[src/rtl/seqsum_decoder.sv]
// Recovers base and step of an arithmetic sequence y(n) = base + n*step (mod 2^W),
// tracks lock, and counts prediction mismatches with saturating counters.
module seqsum_decoder #(
   parameter int unsigned W        = 32,
   parameter int unsigned CW       = 16,
   parameter int unsigned RELOCK_N = 3
) (
   input  logic          clk,
   input  logic          rst_n,
   input  logic          clr,
   input  logic          y_vld,
   input  logic [W-1:0]  y,
   output logic [W-1:0]  a_out,
   output logic [W-1:0]  b_out,
   output logic          locked,
   output logic          mismatch,
   output logic [CW-1:0] err_cnt,
   output logic [CW-1:0] smp_cnt
);

   // miss_run only needs to count up to RELOCK_N-1; the RELOCK_N-th miss relocks
   localparam int unsigned MW = (RELOCK_N > 1) ? $clog2(RELOCK_N) : 1;
   localparam logic [MW-1:0] LastMiss = MW'(RELOCK_N - 1);

   typedef enum logic [1:0] {StIdle, StFirst, StTrack} state_e;

   state_e          state_q;
   logic [W-1:0]    a_q, b_q, prev_q, pred_q;
   logic [MW-1:0]   miss_run_q;
   logic [CW-1:0]   err_q, smp_q;
   logic            locked_q, mismatch_q;

   logic [W-1:0]    diff;
   logic [CW-1:0]   err_inc, smp_inc;

   assign diff    = y - prev_q;
   assign err_inc = (err_q == '1) ? err_q : err_q + CW'(1);
   assign smp_inc = (smp_q == '1) ? smp_q : smp_q + CW'(1);

   always_ff @(posedge clk or negedge rst_n) begin
      if (!rst_n) begin
         state_q    <= StIdle;
         a_q        <= '0;
         b_q        <= '0;
         prev_q     <= '0;
         pred_q     <= '0;
         miss_run_q <= '0;
         err_q      <= '0;
         smp_q      <= '0;
         locked_q   <= 1'b0;
         mismatch_q <= 1'b0;
      end else if (clr) begin
         state_q    <= StIdle;
         a_q        <= '0;
         b_q        <= '0;
         prev_q     <= '0;
         pred_q     <= '0;
         miss_run_q <= '0;
         err_q      <= '0;
         smp_q      <= '0;
         locked_q   <= 1'b0;
         mismatch_q <= 1'b0;
      end else begin
         mismatch_q <= 1'b0;
         if (y_vld) begin
            unique case (state_q)
               StIdle: begin
                  a_q     <= y;
                  prev_q  <= y;
                  smp_q   <= CW'(1);
                  state_q <= StFirst;
               end
               StFirst: begin
                  b_q      <= diff;
                  pred_q   <= y + diff;
                  prev_q   <= y;
                  smp_q    <= smp_inc;
                  locked_q <= 1'b1;
                  state_q  <= StTrack;
               end
               StTrack: begin
                  if (y == pred_q) begin
                     pred_q     <= y + b_q;
                     miss_run_q <= '0;
                     smp_q      <= smp_inc;
                  end else begin
                     mismatch_q <= 1'b1;
                     err_q      <= err_inc;
                     // prediction keeps advancing so an isolated glitch does not break lock
                     pred_q     <= pred_q + b_q;
                     if (miss_run_q == LastMiss) begin
                        a_q        <= y;
                        prev_q     <= y;
                        smp_q      <= CW'(1);
                        miss_run_q <= '0;
                        locked_q   <= 1'b0;
                        state_q    <= StFirst;
                     end else begin
                        miss_run_q <= miss_run_q + MW'(1);
                     end
                  end
               end
               default: state_q <= StIdle;
            endcase
         end
      end
   end

   assign a_out    = a_q;
   assign b_out    = b_q;
   assign locked   = locked_q;
   assign mismatch = mismatch_q;
   assign err_cnt  = err_q;
   assign smp_cnt  = smp_q;

endmodule

[config.mk]
export PLATFORM = sky130hd
export DESIGN_NAME = seqsum_decoder
export DESIGN_NICKNAME = d
export VERILOG_FILES = /design/src/rtl/seqsum_decoder.sv
export SDC_FILE = /design/constraint.sdc
export NUM_CORES = 1
export LEC_CHECK = 0
export BUFFER_PORTS_ARGS = -buffer_cell sky130_fd_sc_hd__buf_4
export CAP_MARGIN = 20
export CORE_UTILIZATION = 35
export CTS_BUF_LIST = sky130_fd_sc_hd__clkbuf_2 sky130_fd_sc_hd__clkbuf_4 sky130_fd_sc_hd__clkbuf_8
export CTS_CLUSTER_DIAMETER = 200
export DETAILED_ROUTE_END_ITERATION = 10
export PLACE_DENSITY = 0.62
export SLEW_MARGIN = 20
export SYNTH_ARGS = -nofsm -noshare
export SYNTH_HDL_FRONTEND = slang
export SYNTH_SLANG_ARGS = --single-unit
[constraint.sdc]
create_clock -name clk -period 4.1 [get_ports clk]
set_input_delay 0.205 -clock clk [delete_from_list [all_inputs] [get_ports clk]]
set_output_delay 0.205 -clock clk [all_outputs]
set_load 0.02 [all_outputs]
---- Word level (Yosys, flattened, before mapping) ----
Cells that the tools add are included.
W data, S select, Z words.
word-level totals
  bits in registers ....................... 166
  latch bits .............................. 0
  memory bits (writable) .................. 0
  memory bits (read-only) ................. 0
  input port bits ......................... 36
  output and inout port bits .............. 98
  logic and storage cells ................. 91
  memories ................................ 0
operators by class
  $add $sub $neg .......................... 7
  multiply operators ...................... 0
  div/mod/pow operators ................... 0
  order comparisons ....................... 0
  equality and inequality tests ........... 11
  shifts and indexed selects .............. 0
  mux-type cells .......................... 45
  bitwise logic cells ..................... 0
  reduce and logical (&&, ||, !) cells .... 18
operators with widths
  operator                 count
  $mux W32                 12
  $pmux W32 S2             3
  $mux W16                 10
  $add A32 B32 Y32         3
  $pmux W16 S3             1
  $add A16 B1 Y16 const B  2
  $eq A16 B16 Y1 const B   2
  $eq A32 B32 Y1           1
  $sub A32 B32 Y32         1
  $mux W2                  9
  $reduce_and A4 Y1        4
  $reduce_bool A3 Y1       3
  $mux W1                  8
  $ne A3 B3 Y1 const B     2
  $pmux W2 S3              1
  $reduce_and A2 Y1        3
  $reduce_and A3 Y1        2
  $reduce_bool A2 Y1       3
  $eq A2 B2 Y1 const B     2
  $ne A2 B2 Y1 const B     2
  $ne A4 B4 Y1 const B     1
  $reduce_bool A4 Y1       1
  $add A2 B1 Y2 const B    1
  $eq A2 B1 Y1 const B     1
  3 further kinds          3

---- Longest topological paths before layout ----
Gate-level depths: netlist of run 1.
  depth after elaboration ................. 6
  gate-level depth with buffers ........... 22
  mapped depth without buffers ............ 22

---- Least setup slack after synthesis of run 1 ----
Ideal clock, no wire load.
  kind .................................... reg2reg
  from .................................... register prev_q[7]
  to ...................................... register pred_q[24]
  library setup time ...................... 0.135 ns
  arrival ................................. 4.115 ns
  required time ........................... 3.965 ns
  setup slack ............................. -0.150 ns
  stages on the path, launching flop included .. 20
  path buffers ............................ 0
  period minus slack after synthesis ...... 4.250 ns
  cells stage by stage .................... dfrtp_1 > inv_1 > ha_1 > and3_1 > and3_1 > a211oi_1 > o21bai_1 > a21oi_1 > o21bai_1 > a21oi_1 > o21ai_0 > xor2_1 > ha_1 > a21oi_1 > and2b_1 > a311o_1 > o311a_1 > or3_1 > a32oi_1 > o31ai_1
between the ends
  cells in the longest elaborated chain, start to end .. 5
ends and longest elaborated chain
  item                    RTL line  RTL
  from (decl)             28        logic [W-1:0] a_q, b_q, prev_q, pred_q;
  from (signal assigned)  69        prev_q <= y;
  from (signal assigned)  76        prev_q <= y;
  from (signal assigned)  93        prev_q <= y;
  $sub A32 B32 Y32        36        assign diff = y - prev_q;
  $add A32 B32 Y32        75        pred_q <= y + diff;
  $pmux W32 S2            66        unique case (state_q)
  $mux W32                65        if (y_vld) begin
  $mux W32                52        end else if (clr) begin
  to (signal assigned)    75
  to (signal assigned)    83        pred_q <= y + b_q;
  to (signal assigned)    90        pred_q <= pred_q + b_q;
  to (decl)               28
No other way between the ends. The select of a mux whose other input is x is not followed.
A chain may end at the register's enable or synchronous reset.

---- Final worst setup path of run 1 ----
  from .................................... register prev_q[0]
  to ...................................... register pred_q[24]
Same word-level chain as after synthesis.

==> flow_summary.json, run 1 <==
{
  "routed_via_density": 5.34,
  "dr.pass1.iters": 6,
  "worstSetupStartpointType": "flip-flop",
  "num_rows": 68,
  "worst_pin_slew_ns": 0.819,
  "start_util_pct": 35.8,
  "maxCapViolations": 0,
  "dieArea_sq_um": 36400,
  "end_kind": "flip-flop",
  "antenna_found_initial": 0,
  "ys_warn_count": 0,
  "grt_pass1_vias": 11262,
  "drc": 0,
  "cts_buffers": 17,
  "slowest_stage": "dfrtp_1",
  "finalSetupViolCount": 10,
  "drive_above_1_share_pct": 24.0,
  "path_clk_slew_ns": 0.12,
  "syn_area_per_cell_sq_um": 8.32,
  "timing.rr.start": "prev_q[0]$_DFFE_PN0P_",
  "highest_layer": "met4",
  "worstSetupPathType": "reg -> reg",
  "grtUsageTotal_pct": 21.7,
  "crit_family": "compound AO/OA/AOI/OAI gates",
  "syn_to_final_growth_pct": 28.2,
  "reg2regPathDepth": 18,
  "via_count": 11854,
  "grt_pass1_wl_um": 61600,
  "power.density_nw_per_um2": 394,
  "violations": "setup timing",
  "cp.arrival_ns": 4.74,
  "cts_tree": "done",
  "post-route-period-util_pct": 106,
  "yosysSeqAreaShare_pct": 33.3,
  "synth_ff_type": "dfrtp_1",
  "grt_max_degree": 86,
  "whs_path_depth": 4,
  "io_buffers": 133,
  "routed_wl_um": 39100,
  "cp_num_buf_inv": 0,
  "fin_area_sq_um": 16000,
  "leakage_nw": 7.48,
  "h-tree-depth": 4,
  "drt_iter0_drc": 789,
  "synthDistinctLibCells": 82,
  "wl_met2_um": 17700,
  "synth-seq-cells": 166,
  "yosys.area.top_type": "dfrtp_1",
  "dpl-instance-area_sq_um": 14800,
  "die_y_um": 191,
  "netlist_area_sq_um": 12500,
  "fin_nets": 1891,
  "numClockSinks": 166,
  "finalPower_mw": 6.30,
  "relSlewSlack_pct": 45.4,
  "hold_path.class": "in -> reg",
  "hold_viol_final": 0,
  "clockRootBuffer": "clkbuf_8",
  "die_w_um": 191,
  "synthArstFlopShare_pct": 100,
  "setup_ws_ns": -0.237,
  "ant_nets": 0,
  "critPathMaxFanout": 3,
  "critPathMaxStageDelay_ns": 0.42,
  "core-area_sq_um": 34800,
  "wl_met1_um": 18500,
  "ir_worst_vdd_v": 0.000325,
  "dp_hpwl_um": 29700,
  "status": "complete, but fails checks",
  "maxSlewViolCount": 0,
  "grt_overflow": 0,
  "rsz0062_at_grt": "true",
  "cp.required_ns": 4.50,
  "rrSetupSlack_ns": -0.24,
  "path_cells": "ha_4, fa_2, nor2b_2, o31a_1, o221ai_4, nor2_2, nor2_2, xnor2_2, ha_1, or2_1, a21o_1, a31oi_4, nor2_2, a311o_1, o311a_1, or3_4, a32oi_2, o31ai_2",
  "critPathLaunch": "prev_q[0]$_DFFE_PN0P_",
  "fin_crit_ns": 4.34,
  "wire_per_inst_um": 17.6,
  "wl_met3_um": 2210,
  "cts.path.max_buffers": 2,
  "syn-num-nets": 1640,
  "syn_inst": 1500,
  "min_from": "y_vld",
  "synth_edf_count": 0,
  "yosysTopAreaCellShare_pct": 33.3,
  "worst_skew_pair.late_latency_ns": 0.51,
  "synth_area_leaders": "dfrtp_1 33%, ha_1 10%, nand2_1 6.4%",
  "finClkSkew_ns": 0.0235,
  "io_pins": 134,
  "worst-path-stages": 18,
  "place.gp.congestion": 0.935,
  "timing.fmax_ghz": 0.231,
  "path_common_cell": "nor2_2"
}
metrics by stage:
step / hold WS (ns) / setup WS, ns / utilization, % / std cells / TNS [ns]
CTS: 0.0657 / -0.179 / 45.4 / 2211 / -1.26
global route: 0.0917 / -0.428 / 46.0 / 2219 / -3.72
detailed placement: 0.334 / -0.366 / 42.6 / 2143 / -3.16
floorplan: -0.0906 / -0.0354 / - / 1500 / -0.0354
finish: 0.102 / -0.237 / 46.0 / 2220 / -1.18
global placement: 0.337 / -0.220 / 42.6 / 2143 / -1.62
path summary, 6_finish.rpt:
path	end
setup / recovery	pred_q[24]$_DFFE_PN0P_
hold / removal	locked$_DFFE_PN0P_
setup reg to reg	pred_q[24]$_DFFE_PN0P_
hold reg to reg	prev_q[24]$_DFFE_PN0P_
max in group asynchronous	pred_q[30]$_DFFE_PN0P_
min in group asynchronous	a_out[12]$_DFFE_PN0P_
placed cells by master, fill, tap and decap left out, types with 21 or more instances in the layout:
| cell type | instances |
|---|---|
| xnor2_1 | 49 |
| inv_1 | 61 |
| a21o_1 | 33 |
| a22o_1 | 36 |
| a21oi_1 | 115 |
| nand2_1 | 209 |
| nand3_1 | 34 |
| o21ai_0 | 98 |
| buf_4 | 293 |
| nor2_1 | 115 |
| o21ai_1 | 21 |
| ha_1 | 92 |
| dfrtp_1 | 166 |
| xor2_1 | 58 |
logic make-up (layout without fill, tap and decap cells):
logic type               count (synthesis)  in the layout  share of synthesized area (%)
AO/OA/AOI/OAI                          466            466                           24.7
XOR/XNOR                               115            115                           8.14
adder cells (fa/ha/maj)                104            104                           10.6
buffers and inverters                  143            407                           4.39
flip-flops                             166            166                           33.3
multiplexers                            10             10                          0.813
other                                    0              1                              0
AND/OR/NAND/NOR                        496            496                           18.0
cells in the mapped netlist, drive strengths merged (6+ instances only):
master and n:
nand2 212, dfrtp 166, a21oi 135, o21ai 124
nor2 123, ha 101, clkbuf 77, inv 61
xor2 60, xnor2 55, a22o 36, nand3 36
a21o 33, a31oi 22, nor3 21, o31ai 18
nor2b 17, and3 15, nand2b 15, o21a 14
o21bai 14, a211oi 12, nor4 12, nand4 11
mux2i 9, or3 9, o211ai 7, or2 6
worst reg2reg max path, delay by kind of cell, from the launching register on:
family                     cells  cell delay, ns
and+or+nand+nor                6            1.00
DFF                            1            0.42
adders and majority gates      3            0.84
xor gates and xnor gates       1            0.16
AOI/OAI and AO/OA              8            1.80
per-layer routing:
layer,vias up,track usage [%]
li1,5827,-
met1,5668,30.1
met2,315,34.3
met3,44,4.14
met4,0,5.78
met5,-,0
layout make-up:
type	count	area (sq um)
Multi-Input combinational cell	1191	8210
Sequential cell	166	4150
Clock buffer	17	234
Tap cell	455	569
Fill cell	3328	18800
Timing Repair Buffer	314	2410
Antenna cell	1	2.50
Inverter	61	229
Clock inverter	15	179
flip-flops by register name, indices dropped and copies added, names as in the netlist:
register    count
a_out          32
b_out          32
err_cnt        16
locked          1
mismatch        1
miss_run_q      2
pred_q         32
prev_q         32
smp_cnt        16
state_q         2
where the power goes:
part           internal, mW  total [mW]  switching, mW
clock                 0.469        1.25          0.780
combinational          1.47        3.15           1.68
sequential             1.77        1.90          0.130
repair_timing:
| action | CTS | global route |
|---|---|---|
| pin swaps | 41 | 21 |
| setup buffers | 18 | 8 |
| hold buffers | 18 | 0 |
| setup endpoints to repair | 13 | 16 |
| hold endpoints to repair | 113 | 0 |
| resized for setup | 51 | 29 |
Power figures use the tool's default switching activity.
==> run 2: changes to the inputs <==
--- a/config.mk
+++ b/config.mk
@@ -11,7 +11,6 @@
 export CTS_BUF_LIST = sky130_fd_sc_hd__clkbuf_2 sky130_fd_sc_hd__clkbuf_4 sky130_fd_sc_hd__clkbuf_8
 export CTS_CLUSTER_DIAMETER = 200
 export DETAILED_ROUTE_END_ITERATION = 10
-export PLACE_DENSITY = 0.62
 export SLEW_MARGIN = 20
 export SYNTH_ARGS = -nofsm -noshare
 export SYNTH_HDL_FRONTEND = slang
==> run 2 against run 1 <==
The run still ends with setup timing left; wire length grew 1.8%; sequential share of layout area decreased by 0.27 points; sequential power is essentially flat; count of clock-buffer cells in the layout is the same; final area grew 1.0%; critical path depth is the same; clock skew fell by 0.0037 ns; final cell count rose by 0.36%; critical endpoint unchanged.
==> flow_summary.json, run 2 (synthesis results as in run 1) <==
{
  "timing.rr.start": "prev_q[7]$_DFFE_PN0P_",
  "seqCellArea_sq_um": 4150,
  "ant_nets": 0,
  "min_to": "err_cnt[1]$_DFFE_PN0P_",
  "num-fill-cells": 3365,
  "place.gp.congestion": 0.900,
  "grt_pass1_vias": 11372,
  "die_w_um": 191,
  "finalPower_mw": 6.50,
  "rsz0062_at_grt": "true",
  "violations": "setup timing",
  "cp.arrival_ns": 4.72,
  "power.density_nw_per_um2": 402,
  "layout_commonest_cell": "buf_4",
  "dp_hpwl_um": 29900,
  "worstSetupPathType": "reg -> reg",
  "relSlewSlack_pct": 48.7,
  "critPathMaxFanout": 4,
  "ir_worst_vdd_v": 0.000205,
  "cts.path.max_buffers": 2,
  "numClockSinks": 166,
  "dpl.cell_count": 2150,
  "path_cells": "inv_1, ha_4, and3_1, and3_1, a211oi_2, buf_4, xnor2_2, ha_1, buf_4, nand2_1, nor2_2, o41ai_4, nand3_2, a311o_1, o311a_1, or3_1, a32oi_1, o31ai_1",
  "worstSetupStartpointType": "flip-flop",
  "io_buffers": 133,
  "clockRootBuffer": "clkbuf_8",
  "drt_iter0_drc": 727,
  "dr.pass1.iters": 5,
  "routed_wl_um": 39800,
  "status": "complete, but fails checks",
  "whs_path_depth": 4,
  "cts_buffers": 17,
  "leakage_nw": 7.57,
  "fin_crit_ns": 4.34,
  "grt_max_degree": 78,
  "critPathMaxStageDelay_ns": 0.44,
  "worst_skew_pair.late_latency_ns": 0.51,
  "cts_tree": "done",
  "path_clk_slew_ns": 0.11,
  "core-area_sq_um": 34800,
  "multi_input_comb_area_sq_um": 8300,
  "die_y_um": 191,
  "r2r_end": "pred_q[24]$_DFFE_PN0P_",
  "rrSetupSlack_ns": -0.24,
  "via_count": 11762,
  "holdWs_ns": 0.101,
  "grt_overflow": 0,
  "setup_tns_ns": -1.26,
  "io_pins": 134,
  "drive_above_1_share_pct": 24.9,
  "layoutNonFillerInstCount": 2228,
  "slowest_stage": "a311o_1",
  "wire_per_inst_um": 17.9,
  "h-tree-depth": 4,
  "fin_nets": 1900,
  "worst_pin_slew_ns": 0.770,
  "timing.fmax_ghz": 0.231,
  "cp.required_ns": 4.49,
  "hold_viol_final": 0,
  "finalSetupViolCount": 8,
  "maxSlewViolCount": 0,
  "hold_path.class": "in -> reg",
  "post-route-period-util_pct": 106,
  "setup_ws_ns": -0.236,
  "end_kind": "flip-flop",
  "maxCapViolations": 0,
  "min_from": "clr",
  "finClkSkew_ns": 0.0198,
  "start_util_pct": 35.8,
  "syn_to_final_growth_pct": 29.6,
  "n_antenna_cell": 0,
  "drc": 0,
  "layout_common_cells": "301 x buf_4, 209 x nand2_1, 166 x dfrtp_1, 116 x nor2_1, 114 x a21oi_1",
  "reg2regPathDepth": 18,
  "routed_via_density": 5.28,
  "dieArea_sq_um": 36400,
  "num_rows": 68,
  "grtUsageTotal_pct": 21.9,
  "grt_pass1_wl_um": 62100,
  "antenna_found_initial": 0
}
run 2: where the power goes:
part | internal [mW] | switching (mW)
Clock | 0.569 | 0.742
Combinational | 1.55 | 1.74
Sequential | 1.77 | 0.127
Total | 3.89 | 2.61
run 2: worst max path at each step:
stage                     slack [ns]  depth (start not counted)                      to             startpoint
after detailed placement       -0.40                         21  pred_q[28]$_DFFE_PN0P_  prev_q[8]$_DFFE_PN0P_
after CTS                      -0.21                         19  pred_q[24]$_DFFE_PN0P_  prev_q[1]$_DFFE_PN0P_
final                          -0.24                         18  pred_q[24]$_DFFE_PN0P_  prev_q[7]$_DFFE_PN0P_
after global placement         -0.29                         22  pred_q[19]$_DFFE_PN0P_                   y[0]
after global routing           -0.45                         21  pred_q[27]$_DFFE_PN0P_  prev_q[0]$_DFFE_PN0P_
after floorplan                -0.04                         19  pred_q[24]$_DFFE_PN0P_  prev_q[5]$_DFFE_PN0P_
run 2: worst max-delay path, delay by kind of cell (launching register included):
kind / cells / cell delay (ns)
compound gates: 6 / 1.72
xor+xnor: 1 / 0.15
fa+ha+maj: 2 / 0.52
buf+inv: 3 / 0.40
flops: 1 / 0.39
simple gates: 6 / 1.03
run 2: final cells by class:
type	instances	area share, %
inverter	61	1.42
sequential	166	25.7
clock buffer	17	1.45
multi-input combinational	1191	51.4
timing repair buffer	323	15.4
tap	455	3.52
clock inverter	15	1.14
run 2: what timing repair did:
action                                  4_1_cts  5_1_grt
setup buffers                                16       12
resized for setup                            57       42
endpoints found under the hold margin       105        0
endpoints found under the setup margin       14       15
pin swaps                                    47       45
hold buffers                                 18        0
run 2: metal layers:
| metal | GRT usage (%) | vias to the layer above | share of wire [%] |
|---|---|---|---|
| li1 | - | 5845 | - |
| met1 | 30.4 | 5591 | 47 |
| met2 | 34.4 | 290 | 45 |
| met3 | 4.25 | 36 | 5.9 |
| met4 | 5.94 | 0 | 1.8 |
| met5 | 0 | - | 0 |
run 2: stage by stage:
step / utilization, % / setup WS [ns] / area, sq um
5_1_grt: 46.4 / -0.449 / 16200
6_report: 46.4 / -0.236 / 16200
4_1_cts: 45.6 / -0.210 / 15900
3_5_place_dp: 42.7 / -0.403 / 14900
3_3_place_gp: 42.7 / -0.287 / 14900
2_1_floorplan: - / -0.0354 / 12500
==> run 3: changes to the inputs <==
==> constraint.sdc (replaced) <==
create_clock -name clk -period 4.3 [get_ports clk]
set_input_delay 0.215 -clock clk [delete_from_list [all_inputs] [get_ports clk]]
set_output_delay 0.215 -clock clk [all_outputs]
set_load 0.02 [all_outputs]
==> run 3 against run 2 <==
The run still ends with setup timing left; wire length down 0.75%; non-clock buffer count down 37; combinational power down 10%; count of clock-buffer cells in the layout unchanged; global-route usage down 0.15 points; critical path depth up 3; highest routed layer unchanged; sequential share of layout area up 0.47 points; die area unchanged; clock skew up 0.0031 ns; core utilization down 0.83 points; sequential power down 5%; flip-flop and latch count unchanged.
==> flow_summary.json, run 3 (synthesis results as in run 1) <==
{
  "dp_hpwl_um": 29500,
  "ant_nets": 0,
  "post-route-period-util_pct": 102,
  "via_count": 11721,
  "status": "complete, but fails checks",
  "min_from": "clr",
  "endpoint": "pred_q[30]$_DFFE_PN0P_",
  "ir_worst_vdd_v": 0.000225,
  "end_kind": "flip-flop",
  "worstSetupPathType": "in -> reg",
  "r2r_end": "pred_q[30]$_DFFE_PN0P_",
  "path_clk_slew_ns": 0.11,
  "fin_area_sq_um": 15900,
  "cp.required_ns": 4.67,
  "wire_per_inst_um": 18.0,
  "hold_path.class": "in -> reg",
  "io_pins": 134,
  "critPathMaxFanout": 8,
  "fin_nets": 1863,
  "dr.pass1.iters": 5,
  "grt_max_degree": 80,
  "relSlewSlack_pct": 48.3,
  "maxCapViolations": 0,
  "num-fill-cells": 3335,
  "rsz0062_at_grt": "true",
  "die_w_um": 191,
  "hold_viol_final": 0,
  "grt_overflow": 0,
  "h-tree-depth": 4,
  "setup_tns_ns": -0.158,
  "routed_wl_um": 39500,
  "antenna_found_initial": 1,
  "place.gp.congestion": 0.904,
  "worst_skew_pair.late_latency_ns": 0.52,
  "cts_tree": "done",
  "finClkSkew_ns": 0.0229,
  "cp.arrival_ns": 4.75,
  "core-area_sq_um": 34800,
  "reg2regPathDepth": 22,
  "timing.fmax_ghz": 0.228,
  "routed_via_density": 5.35,
  "layout_commonest_cell": "buf_4",
  "dieArea_sq_um": 36400,
  "dpl-instance-area_sq_um": 14600,
  "grtUsageTotal_pct": 21.8,
  "maxSlewViolCount": 0,
  "cts_buffers": 17,
  "cts.path.max_buffers": 2,
  "setup_ws_ns": -0.0798,
  "leakage_nw": 7.39,
  "fin_crit_ns": 4.38,
  "worstSetupStartpointType": "input port",
  "rrSetupSlack_ns": -0.07,
  "drt_iter0_drc": 709,
  "worst_pin_slew_ns": 0.776,
  "fin_util_pct": 45.6,
  "drc": 0,
  "die_y_um": 191,
  "clockRootBuffer": "clkbuf_8",
  "power.density_nw_per_um2": 384,
  "io_buffers": 133,
  "drive_above_1_share_pct": 23.3,
  "grt_pass1_wl_um": 61400,
  "layout_common_cells": "262 x buf_4, 210 x nand2_1, 166 x dfrtp_1, 116 x nor2_1, 113 x a21oi_1",
  "critPathLaunch": "y[14]",
  "start_util_pct": 35.8,
  "grt_pass1_vias": 11123,
  "num_rows": 68,
  "finalSetupViolCount": 3,
  "syn_to_final_growth_pct": 27.2,
  "numClockSinks": 166,
  "timing.rr.start": "prev_q[7]$_DFFE_PN0P_",
  "violations": "setup timing"
}
run 3: cell types whose count changed in the layout (fill, tap and decap cells not counted), moves of 3 or more:
| cell | before | now |
|---|---|---|
| o21ai_0 | 96 | 100 |
| o21ai_1 | 20 | 14 |
| dlygate4sd3_1 | 18 | 21 |
| buf_4 | 301 | 262 |
| xnor2_1 | 44 | 47 |
run 3: stage by stage:
stage	setup WS, ns	std cells	total power, mW	hold slack, ns
after floorplan	0.0503	1500	3.52	-0.0806
after global placement	-0.224	2123	4.41	0.315
after detailed placement	-0.365	2123	4.44	0.322
after CTS	-0.0361	2182	5.88	0.0760
after global routing	-0.298	2192	6.47	0.104
final	-0.0798	2192	6.09	0.113
run 3: metal layers:
layer | routed length, um | up-vias | share of wire [%] | GRT usage [%]
li1 | - | 5766 | - | -
met1 | 18800 | 5656 | 48 | 30.1
met2 | 17800 | 253 | 45 | 33.7
met3 | 2010 | 46 | 5.1 | 4.36
met4 | 944 | 0 | 2.4 | 7.05
met5 | 0 | - | 0 | 0
run 3: layout make-up:
cell class                 instances  area (sq um)  area share [%]
sequential                       166          4150            26.2
clock buffer                      17           234            1.47
timing repair buffer             286          2210            13.9
tap                              455           569            3.59
clock inverter                    15           211            1.33
multi-input combinational       1191          8260            52.0
antenna                            1          2.50          0.0158
inverter                          61           229            1.44
run 3: worst min-delay path by stage:
stage / to / slack [ns] / depth (start not counted)
finish: err_cnt[1]$_DFFE_PN0P_ / 0.11 / 4
detailed placement: a_out[8]$_DFFE_PN0P_ / 0.32 / 1
global route: a_out[5]$_DFFE_PN0P_ / 0.10 / 4
floorplan: a_out[0]$_DFFE_PN0P_ / -0.08 / 0
global placement: a_out[8]$_DFFE_PN0P_ / 0.32 / 1
CTS: err_cnt[1]$_DFFE_PN0P_ / 0.08 / 4
run 3: critical path, stage by stage:
cell,delay (ns)
dlygate4sd3_1,0.56
buf_4,0.18
ha_1,0.48
and2_4,0.22
o2111ai_1,0.18
or3_1,0.37
o21ba_4,0.23
nand2b_1,0.08
a21oi_1,0.08
xnor2_1,0.23
ha_1,0.29
a21oi_1,0.25
buf_4,0.17
nor2_1,0.04
a21oi_2,0.15
o31ai_4,0.10
o41ai_4,0.33
buf_4,0.18
o21ai_2,0.06
xnor2_1,0.20
o221ai_1,0.14
run 3: report_power, final:
group	leakage, nW	internal (mW)	switching (mW)
Clock	0.226	0.602	0.719
Combinational	4.91	1.35	1.60
Sequential	2.25	1.69	0.124
Total	7.39	3.64	2.45
run 3: what timing repair did:
item | in CTS | in global routing
resized for setup | 37 | 60
endpoints found under the hold margin | 112 | 0
endpoints found under the setup margin | 10 | 13
pin swaps | 28 | 23
buffers inserted | 6 | 11
hold buffers | 21 | 0
